### src/rtl/note_pkg.sv
// note_pkg: shared definitions for the note scroller.
//   colour_e - 2-bit per-lane colour code stored in song rows
//   state_e  - scroller FSM state encoding
//   song_len - length in rows of each built-in song (song 0 = no song)
package note_pkg;

  typedef enum logic [1:0] {
    COL_OFF = 2'd0,
    COL_R   = 2'd1,
    COL_G   = 2'd2,
    COL_B   = 2'd3
  } colour_e;

  typedef enum logic [2:0] {
    ST_IDLE    = 3'd0,
    ST_LOAD    = 3'd1,
    ST_HOLD    = 3'd2,
    ST_ADVANCE = 3'd3,
    ST_FINISH  = 3'd4
  } state_e;

  function automatic int song_len(input int s);
    case (s)
      1:       song_len = 2;
      2:       song_len = 3;
      default: song_len = 0;
    endcase
  endfunction

endpackage

### src/rtl/song_rom.sv
// song_rom: combinational song storage.
//   song     - song select (0 = no song, length 0)
//   row      - row index within the song
//   row_bits - LANES 2-bit colour codes, lane i at [2i+1:2i]
//   len      - number of rows in the selected song
module song_rom
  import note_pkg::*;
#(
  parameter int LANES     = 10,
  parameter int NUM_SONGS = 4,
  parameter int SONG_W    = 2,
  parameter int ROW_W     = 6,
  parameter int LEN_W     = 7
) (
  input  logic [SONG_W-1:0]  song,
  input  logic [ROW_W-1:0]   row,
  output logic [2*LANES-1:0] row_bits,
  output logic [LEN_W-1:0]   len
);

  function automatic colour_e lane_code(input int s, input int r, input int l);
    lane_code = COL_OFF;
    case (s)
      1: begin
        if (r == 0) begin
          if (l == 0)      lane_code = COL_R;
          else if (l == 1) lane_code = COL_G;
          else if (l == 2) lane_code = COL_B;
        end else if (r == 1) begin
          if (l == 3)      lane_code = COL_B;
          else if (l == 4) lane_code = COL_G;
          else if (l == 5) lane_code = COL_R;
        end
      end
      // diagonal green sweep across the lanes
      2: if (l == r) lane_code = COL_G;
      default: lane_code = COL_OFF;
    endcase
  endfunction

  always_comb begin
    row_bits = '0;
    len      = '0;
    if (int'(song) < NUM_SONGS) len = LEN_W'(song_len(int'(song)));
    for (int i = 0; i < LANES; i++) begin
      row_bits[2*i +: 2] = lane_code(int'(song), int'(row), i);
    end
  end

endmodule

### src/rtl/note_scroller.sv
// note_scroller: plays a stored song as scrolling colour rows.
//   clk, rst             - clock, async active-high reset
//   start, song          - begin playback of song (song 0 ignored)
//   loop_en              - wrap to row 0 instead of finishing
//   pause                - freeze the row timer
//   note_R/note_G/note_B - registered per-lane colour drive
//   offset, step_idx     - current pixel sub-step and row
//   busy, finish         - playback active, one-cycle end pulse
//
// state   | meaning
// IDLE    | waiting for start, colours off
// LOAD    | fetch row[step_idx], clear tick counter
// HOLD    | count TICK_DIV cycles (frozen by pause)
// ADVANCE | step offset / row, wrap or end
// FINISH  | one-cycle finish pulse, outputs cleared
module note_scroller
  import note_pkg::*;
#(
  parameter int LANES     = 10,
  parameter int STEPS_MAX = 64,
  parameter int TICK_DIV  = 100000,
  parameter int SUB_STEPS = 7,
  parameter int NUM_SONGS = 4,
  localparam int SONG_W   = (NUM_SONGS > 1) ? $clog2(NUM_SONGS) : 1,
  localparam int OFF_W    = (SUB_STEPS > 1) ? $clog2(SUB_STEPS) : 1,
  localparam int STEP_W   = (STEPS_MAX > 1) ? $clog2(STEPS_MAX) : 1
) (
  input  logic              clk,
  input  logic              rst,
  input  logic              start,
  input  logic [SONG_W-1:0] song,
  input  logic              loop_en,
  input  logic              pause,
  output logic [LANES-1:0]  note_R,
  output logic [LANES-1:0]  note_G,
  output logic [LANES-1:0]  note_B,
  output logic [OFF_W-1:0]  offset,
  output logic [STEP_W-1:0] step_idx,
  output logic              busy,
  output logic              finish
);

  localparam int TICK_W = (TICK_DIV > 1) ? $clog2(TICK_DIV) : 1;
  localparam int LEN_W  = $clog2(STEPS_MAX + 1);

  state_e              state;
  logic                start_q;
  logic [SONG_W-1:0]   song_lat;
  logic [TICK_W-1:0]   tick;
  logic [2*LANES-1:0]  row_bits;
  logic [LEN_W-1:0]    len;
  logic [LANES-1:0]    r_d, g_d, b_d;
  logic                last_sub, last_row, tick_done;

  song_rom #(
    .LANES    (LANES),
    .NUM_SONGS(NUM_SONGS),
    .SONG_W   (SONG_W),
    .ROW_W    (STEP_W),
    .LEN_W    (LEN_W)
  ) u_rom (
    .song    (song_lat),
    .row     (step_idx),
    .row_bits(row_bits),
    .len     (len)
  );

  always_comb begin
    r_d = '0;
    g_d = '0;
    b_d = '0;
    for (int i = 0; i < LANES; i++) begin
      r_d[i] = (row_bits[2*i +: 2] == COL_R);
      g_d[i] = (row_bits[2*i +: 2] == COL_G);
      b_d[i] = (row_bits[2*i +: 2] == COL_B);
    end
  end

  assign last_sub  = (offset == OFF_W'(SUB_STEPS - 1));
  assign last_row  = ((LEN_W'(step_idx) + LEN_W'(1)) == len);
  assign tick_done = (tick == TICK_W'(TICK_DIV - 1));

  // start/song are captured one cycle before leaving IDLE, which gives the
  // start -> busy -> colours latency of one and two further edges.
  always_ff @(posedge clk or posedge rst) begin
    if (rst) begin
      state    <= ST_IDLE;
      start_q  <= 1'b0;
      song_lat <= '0;
      tick     <= '0;
      offset   <= '0;
      step_idx <= '0;
      note_R   <= '0;
      note_G   <= '0;
      note_B   <= '0;
      busy     <= 1'b0;
      finish   <= 1'b0;
    end else begin
      finish <= 1'b0;
      case (state)
        ST_IDLE: begin
          if (start_q) begin
            start_q <= 1'b0;
            busy    <= 1'b1;
            state   <= ST_LOAD;
          end else if (start && (song != '0)) begin
            start_q  <= 1'b1;
            song_lat <= song;
          end
        end
        ST_LOAD: begin
          tick <= '0;
          if (len == '0) begin
            finish   <= 1'b1;
            step_idx <= '0;
            offset   <= '0;
            note_R   <= '0;
            note_G   <= '0;
            note_B   <= '0;
            state    <= ST_FINISH;
          end else begin
            note_R <= r_d;
            note_G <= g_d;
            note_B <= b_d;
            state  <= ST_HOLD;
          end
        end
        ST_HOLD: begin
          if (!pause) begin
            if (tick_done) state <= ST_ADVANCE;
            else           tick  <= tick + TICK_W'(1);
          end
        end
        ST_ADVANCE: begin
          if (!last_sub) begin
            offset <= offset + OFF_W'(1);
            state  <= ST_LOAD;
          end else begin
            offset <= '0;
            if (!last_row) begin
              step_idx <= step_idx + STEP_W'(1);
              state    <= ST_LOAD;
            end else if (loop_en) begin
              step_idx <= '0;
              state    <= ST_LOAD;
            end else begin
              step_idx <= '0;
              finish   <= 1'b1;
              note_R   <= '0;
              note_G   <= '0;
              note_B   <= '0;
              state    <= ST_FINISH;
            end
          end
        end
        ST_FINISH: begin
          busy  <= 1'b0;
          state <= ST_IDLE;
        end
        default: begin
          busy  <= 1'b0;
          state <= ST_IDLE;
        end
      endcase
    end
  end

endmodule

### config.mk
export PLATFORM = sky130hd
export DESIGN_NAME = note_scroller
export DESIGN_NICKNAME = d
export VERILOG_FILES = /design/src/rtl/note_pkg.sv /design/src/rtl/song_rom.sv /design/src/rtl/note_scroller.sv
export SDC_FILE = /design/constraint.sdc
export NUM_CORES = 1
export LEC_CHECK = 0
export ABC_AREA = 1
export BUFFER_PORTS_ARGS = -buffer_cell sky130_fd_sc_hd__buf_2
export CAP_MARGIN = 20
export CORE_ASPECT_RATIO = 1.4
export CORE_MARGIN = 3
export CORE_UTILIZATION = 39
export CTS_CLUSTER_SIZE = 24
export DETAILED_ROUTE_END_ITERATION = 10
export GPL_TIMING_DRIVEN = 0
export SETUP_SLACK_MARGIN = 0.2
export SLEW_MARGIN = 0
export SYNTH_ARGS = -nofsm -noshare
export SYNTH_HDL_FRONTEND = slang
export SYNTH_SLANG_ARGS = --single-unit
### constraint.sdc
create_clock -name clk -period 3.5 [get_ports clk]
set_clock_uncertainty 0.2 [all_clocks]
set_input_delay 0.175 -clock clk [delete_from_list [all_inputs] [get_ports clk]]
set_output_delay 0.175 -clock clk [all_outputs]
set_load 0.05 [all_outputs]
==> results.sh, run 1 <==
export IMPL_synth_area_leader_cell="dfrtp_1"
export IMPL_numCtsBuffers=5
export IMPL_cts_tree="done"
export IMPL_dieArea_mm2=0.00938
export IMPL_synthCells=423
export IMPL_worstPathRequired_ns=3.50
export IMPL_nets=496
export IMPL_netlist_top_cells_area="dfrtp_1 (40%), nand2_1 (13%), nand3_1 (7.3%), nor2_1 (5.0%), inv_1 (4.8%)"
export IMPL_port_buffers=35
export IMPL_cts_sinks=52
export IMPL_yosysSeqAreaShare_pct=40.5
export IMPL_drv_slew=0
export IMPL_whs_endpoint="song_lat[0]"
export IMPL_dpl_cell_area_mm2=0.00358
export IMPL_postCtsHoldBufs=5
export IMPL_p_leak_nw=1.88
export IMPL_clk_path_buf_depth=2
export IMPL_synth_distinct_cells=39
export IMPL_min_period_over_period_pct=65.4
export IMPL_cp_cell_sequence="inv_1 -> ha_1 -> nand2_1 -> inv_1 -> nor2_2 -> nand2_2 -> nor2_4 -> nand4_4 -> buf_6 -> nand3_2 -> nand2_1"
export IMPL_fp_dieW_um=82.7
export IMPL_coreArea_mm2=0.00789
export IMPL_cp_slowest_cell="dfrtp_1"
export IMPL_path_max_fanout=10
export IMPL_setup_viol=0
export IMPL_postCtsSetupBuffers=0
export IMPL_critPathArrivalTime_ns=2.29
export IMPL_die_h_um=113
export IMPL_grt_max_degree=34
export IMPL_row_count=38
export IMPL_netlist_area_mm2=0.00321
export IMPL_clk_latency_ns=0.30
export IMPL_drive_above_1_share_pct=20.1
export IMPL_antenna_left=0
export IMPL_wire_per_inst_um=12.8
export IMPL_endpoint_kind="register"
export IMPL_firstDrtPassIters=4
export IMPL_viasPerCell=4.80
export IMPL_vdd_drop_max_uv=252
export IMPL_tns_ns=0
export IMPL_hold_viol=0
export IMPL_grt_first_pass_wirelength_um=12600
export IMPL_r2r_setup_slack_ns=1.21
export IMPL_initial_core_util_pct=40.7
export IMPL_startpoint_type="register"
export IMPL_globalRouteOverflowTotal=0
export IMPL_wl_met1_um=3190
export IMPL_status="finished, final reports clean"
export IMPL_dr_wl_met3_um=211
export IMPL_pre_cts_ws_ns=1.22
export IMPL_cpPeakStageDelay_ns=0.48
export IMPL_cts_root_buffer="clkbuf_8"
export IMPL_track_usage_pct=17.0
export IMPL_rsz0062_at_grt="false"
export IMPL_setup_ws_ns=1.21
export IMPL_drc=0
export IMPL_area_growth_pct=15.7
export IMPL_cpLargestDelayFamily="simple AND/OR/NAND/NOR gates"
export IMPL_r2r_cells=11
export IMPL_cts_resized=0
export IMPL_yosysWarningCount=0
export IMPL_syn_avg_cell_area_um2=7.60
export IMPL_drt_iter0_markers=95
export IMPL_vias=2797
export IMPL_critPathLaunch="step_idx[0]"
export IMPL_highest_layer="met4"
export IMPL_stdcell_area_mm2=0.00372
export IMPL_fin_hold_ws_ns=0.0448
export IMPL_drt_total_wl_um=7460
export IMPL_r2r_end="note_G[4]"
export IMPL_clkTransAtPathRegs_ns=0.10
export IMPL_diodes=0
export IMPL_r2r_start="step_idx[0]"
export IMPL_min_period_ns=2.29
export IMPL_dp_hpwl_um=5770
export IMPL_ys_ff_latch=52
export IMPL_min_delay_path_depth=5
export IMPL_min_from="start"
export IMPL_max_cap_viol_count=0
export IMPL_worst_path_buf_inv=3
export IMPL_fillers=833
export IMPL_cts_max_level=2
export IMPL_grt_pass1_vias=2680
export IMPL_place_congestion=0.890
export IMPL_powerDensity_mw_per_mm2=586
export IMPL_final_core_util_pct=47.1
export IMPL_synth_top_cell_area_share_pct=40.5
export IMPL_max_freq_ghz=0.437
export IMPL_antenna_found_initial=0
export IMPL_wl_met2_um=4000
export IMPL_path_class="reg -> reg"
export IMPL_pin_count=48
export IMPL_hp_class="in -> reg"
==> cell usage in the layout, fill, tap and decap left out, types with 2 or more instances in the layout <==
cell type and instances:
nand2_1 115, dfrtp_1 52, nand3_1 47, nor2_1 43, inv_1 40, buf_2 39, o21ai_0 15, buf_4 15
nand3_2 13, conb_1 12, nor3_1 10, o21ai_1 8, ha_1 7, nand4_1 6, xor2_1 6, clkbuf_8 6
a21oi_1 5, dlygate4sd3_1 5, inv_2 4, nand2_2 3, nor2_4 3, o22ai_1 3, buf_6 2, nor2_2 2
buf_12 2, or2_2 2, o21bai_1 2
==> cells by family after synthesis <==
kind of cell,synth area share (%)
AOI/OAI and AO/OA,6.31
xor gates and xnor gates,1.91
adders and majority gates,2.72
buffers and inverters,10.9
DFF,40.5
other,0.117
and+or+nand+nor,37.5
==> metal layers <==
metal  vias to the layer above  track usage [%]
li1                       1456                -
met1                      1296             20.8
met2                        38             30.8
met3                         7             2.69
met4                         0             3.71
met5                         -                0
==> stage by stage <==
step	power, mW	instances
final	2.18	583
after global routing	2.36	583
after CTS	2.22	583
after detailed placement	1.83	570
after global placement	1.80	569
after floorplan	1.58	434
==> where the power goes <==
| part | internal [mW] | switching [mW] |
|---|---|---|
| sequential | 0.675 | 0.0605 |
| clock | 0.161 | 0.206 |
| combinational | 0.305 | 0.772 |
==> flip-flops by register name, indices dropped and copies added, names as in the netlist <==
| signal | cells |
|---|---|
| state | 3 |
| finish | 1 |
| start_q | 1 |
| tick | 17 |
| offset | 3 |
| note_B | 4 |
| step_idx | 6 |
| note_G | 10 |
| song_lat | 2 |
| note_R | 4 |
| busy | 1 |
==> synth_stat cells (all sizes together) <==
master	number
nand2	119
nand3	60
dfrtp	52
nor2	49
inv	44
o21ai	23
buf	22
nor3	11
ha	7
nand4	7
xor2	6
a21oi	5
o22ai	3
or2	3
o21bai	2
a21boi	1
a21o	1
a31oi	1
clkbuf	1
clkinv	1
conb	1
nor3b	1
nor4	1
o211ai	1
xnor2	1
==> worst max path at each step <==
stage,endpoint,slack (ns),cells after the start
finish,note_G[4],1.21,11
global route,note_G[8],1.05,10
CTS,note_G[3],1.20,11
detailed placement,note_G[4],1.22,11
global placement,offset[2],1.12,2
floorplan,note_G[0],1.12,11
==> layout make-up <==
cell class / count / area, um^2 / share of cell area, %
Inverter: 45 / 169 / 4.54
Timing Repair Buffer: 41 / 245 / 6.59
Buffer: 23 / 183 / 4.91
Clock inverter: 1 / 7.51 / 0.202
Sequential cell: 52 / 1300 / 35.0
Multi-Input combinational cell: 314 / 1600 / 43.1
Tap cell: 100 / 125 / 3.36
Clock buffer: 7 / 86.3 / 2.32
==> worst register-to-register path: stages (launching register included) <==
cell and delay [ns]:
dfrtp_1 0.48, inv_1 0.14, ha_1 0.37, nand2_1 0.09
inv_1 0.05, nor2_2 0.11, nand2_2 0.07, nor2_4 0.17
nand4_4 0.18, buf_6 0.22, nand3_2 0.06, nand2_1 0.06
(Power assumes the default switching activity.)
==> run 2: changes to the inputs <==
Settings changed: ABC_AREA 1 to 0.
Clock period 3.5 ns to 2.1 ns, I/O delays scaled along.
==> run 2 against run 1 <==
Against the previous run:
- the run now ends with negative setup slack left
- utilization increased by 11 points
- cell count shrank 16%
- count of clock-buffer cells in the layout decreased by 2
- clock power grew 120%
- sequential share of layout area shrank 3.6 points
- synthesized area decreased by 8.4%
- highest routed layer unchanged
- final area grew 12%
- combinational power is 130% higher
- global-route usage is 0.15 points higher
- register-to-register slack worse by 1.5 ns
- critical path type unchanged
- via count decreased by 11%
==> results.sh, run 2 <==
export IMPL_worstPathRequired_ns=2.10
export IMPL_rsz0062_at_grt="true"
export IMPL_synth_distinct_cells=61
export IMPL_power_frac_clock_pct=17.9
export IMPL_async_flop_share_pct=100
export IMPL_r2r_end="note_B[2]"
export IMPL_status="complete, but fails checks"
export IMPL_final_common_cell="dfrtp_1"
export IMPL_drt_iter0_markers=89
export IMPL_synth_area_leader_cell="dfrtp_1"
export IMPL_synth_ff_type="dfrtp_1"
export IMPL_fillers=596
export IMPL_path_max_fanout=7
export IMPL_yosysSeqAreaShare_pct=44.2
export IMPL_cts_sinks=52
export IMPL_firstDrtPassIters=7
export IMPL_synthCells=293
export IMPL_min_delay_path_depth=4
export IMPL_fp_dieW_um=79.4
export IMPL_ys_ff_latch=52
export IMPL_cts_root_buffer="clkbuf_8"
export IMPL_stdcell_area_mm2=0.00418
export IMPL_netlist_top_cells_area="dfrtp_1 (44%), nand2_1 (4.0%), xor2_1 (3.9%), buf_4 (3.8%), mux2_2 (3.1%)"
export IMPL_nets=406
export IMPL_place_congestion=0.841
export IMPL_path_class="reg -> reg"
export IMPL_r2r_cells=8
export IMPL_dpl_cell_area_mm2=0.00338
export IMPL_r2r_setup_slack_ns=-0.26
export IMPL_pin_count=48
export IMPL_initial_core_util_pct=41.1
export IMPL_vdd_drop_max_uv=720
export IMPL_synth_top_cell_area_share_pct=44.2
export IMPL_relSlewSlack_pct=50.5
export IMPL_p_seq_share_pct=27.9
export IMPL_endpoint_kind="register"
export IMPL_powerDensity_mw_per_mm2=1080
export IMPL_antenna_found_initial=0
export IMPL_drt_total_wl_um=7110
export IMPL_yosysMostFrequentCell="dfrtp_1"
export IMPL_whs_endpoint="song_lat[1]"
export IMPL_largest_reg_flops=17
export IMPL_max_freq_ghz=0.423
export IMPL_p_leak_nw=1.96
export IMPL_setup_ws_ns=-0.262
export IMPL_tightest_slew_ns=0.732
export IMPL_final_cell_mix="dfrtp_1 (45), buf_4 (39), buf_2 (37)"
export IMPL_pwr_share_comb_pct=54.1
export IMPL_max_cap_viol_count=0
export IMPL_globalRouteOverflowTotal=0
export IMPL_failed_checks="negative setup slack"
export IMPL_yosysWarningCount=0
export IMPL_fin_hold_ws_ns=0.0292
export IMPL_swShare_pct=39.6
export IMPL_numCtsBuffers=5
export IMPL_setup_viol=22
export IMPL_synth_top_cells_by_count="dfrtp_1 (52), nand2_1 (31), nor2_1 (22), buf_4 (15)"
export IMPL_grt_first_pass_wirelength_um=11800
export IMPL_drive_above_1_share_pct=44.9
export IMPL_top_register="tick"
export IMPL_clk_path_buf_depth=2
export IMPL_drc=0
export IMPL_hp_class="in -> reg"
export IMPL_drv_slew=0
export IMPL_row_count=36
export IMPL_reg_largest_list="tick x17, note_G x10, step_idx x6"
export IMPL_dp_hpwl_um=4560
export IMPL_coreArea_mm2=0.00716
export IMPL_area_growth_pct=41.9
export IMPL_tns_ns=-3.92
export IMPL_grt_pass1_vias=2439
export IMPL_port_buffers=35
export IMPL_clk_latency_ns=0.31
export IMPL_clkTransAtPathRegs_ns=0.10
export IMPL_antenna_left=0
export IMPL_die_h_um=109
export IMPL_critPathArrivalTime_ns=2.36
export IMPL_wire_per_inst_um=14.6
export IMPL_pre_cts_ws_ns=-0.606
export IMPL_viasPerCell=5.10
export IMPL_vias=2482
export IMPL_min_period_ns=2.36
export IMPL_p_int_mw=2.73
export IMPL_syn_avg_cell_area_um2=10.0
export IMPL_startpoint_type="register"
export IMPL_grt_max_degree=37
export IMPL_hold_viol=0
export IMPL_min_from="start"
export IMPL_track_usage_pct=17.2
export IMPL_final_core_util_pct=58.4
export IMPL_min_period_over_period_pct=112
export IMPL_p_sw_mw=1.79
export IMPL_cts_tree="done"
export IMPL_r2r_start="step_idx[1]"
export IMPL_diodes=0
export IMPL_netlist_area_mm2=0.00294
export IMPL_critPathLaunch="step_idx[1]"
export IMPL_dieArea_mm2=0.00864
export IMPL_cts_max_level=2
export IMPL_synth_edf_count=0
[run 2: cells by family after synthesis]
family | count (synthesis) | synth area share (%)
AOI/OAI and AO/OA | 52 | 13.0
xor gates and xnor gates | 14 | 4.16
adders and majority gates | 7 | 2.97
buffers and inverters | 37 | 7.56
and+or+nand+nor | 115 | 22.0
muxes | 15 | 5.95
other | 1 | 0.127
DFF | 52 | 44.2
[run 2: cell type report]
type                    instances  area [um^2]  area share [%]
clock buffers                   5         68.8            1.65
inverters                      13         48.8            1.17
clock inverters                 2         60.1            1.44
flip-flops and latches         52         1310            31.3
multi-input cells             216         1750            41.9
plain buffers                  24          223            5.33
repair buffers                 80          601            14.4
well taps                      95          119            2.84
[run 2: power by group through the flow]
stage               Sequential [mW]  Clock [mW]  Combinational [mW]
floorplan                      1.54           0                1.05
global placement               1.28           0                1.63
detailed placement             1.29           0                1.67
CTS                            1.26       0.825                2.26
global route                   1.28       0.865                2.64
finish                         1.26       0.809                2.44
[run 2: layer usage]
metal  routed length (um)  GRT usage, %  up-vias
li1                     -             -     1204
met1                 3110          22.4     1202
met2                 3600          28.6       61
met3                  244          2.15       15
met4                  160          7.13        0
met5                    0             0        -
[run 2: worst max-delay path: stages, from the launching register on]
cell and delay [ns]:
dfrtp_2 0.43, inv_2 0.07, ha_4 0.28, xor2_2 0.14, nand4_2 0.10, or3_4 0.35
o22ai_4 0.19, buf_12 0.16, mux2_2 0.32
[run 2: through the flow]
step                      power [mW]  cells
after floorplan                 2.59    304
after global placement          2.91    434
after detailed placement        2.96    435
after CTS                       4.35    478
after global routing            4.78    487
final                           4.51    487
[run 2: repair_timing]
action | in CTS | in global routing
hold buffers | 4 | 0
cloned | 1 | 0
resized for setup | 41 | 33
setup buffers | 31 | 9
pin swaps | 19 | 16
endpoints found under the setup margin | 41 | 46
endpoints found under the hold margin | 56 | 0
[run 2: how the worst max path moves through the flow]
stage                end  slack [ns]  depth (start not counted)
2_1_floorplan  note_G[0]       -0.53                          8
4_1_cts        note_G[2]       -0.30                          8
3_3_place_gp   note_G[4]       -0.57                          8
6_report       note_B[2]       -0.26                          8
5_1_grt        note_R[5]       -0.33                          8
3_5_place_dp   note_G[3]       -0.61                          8
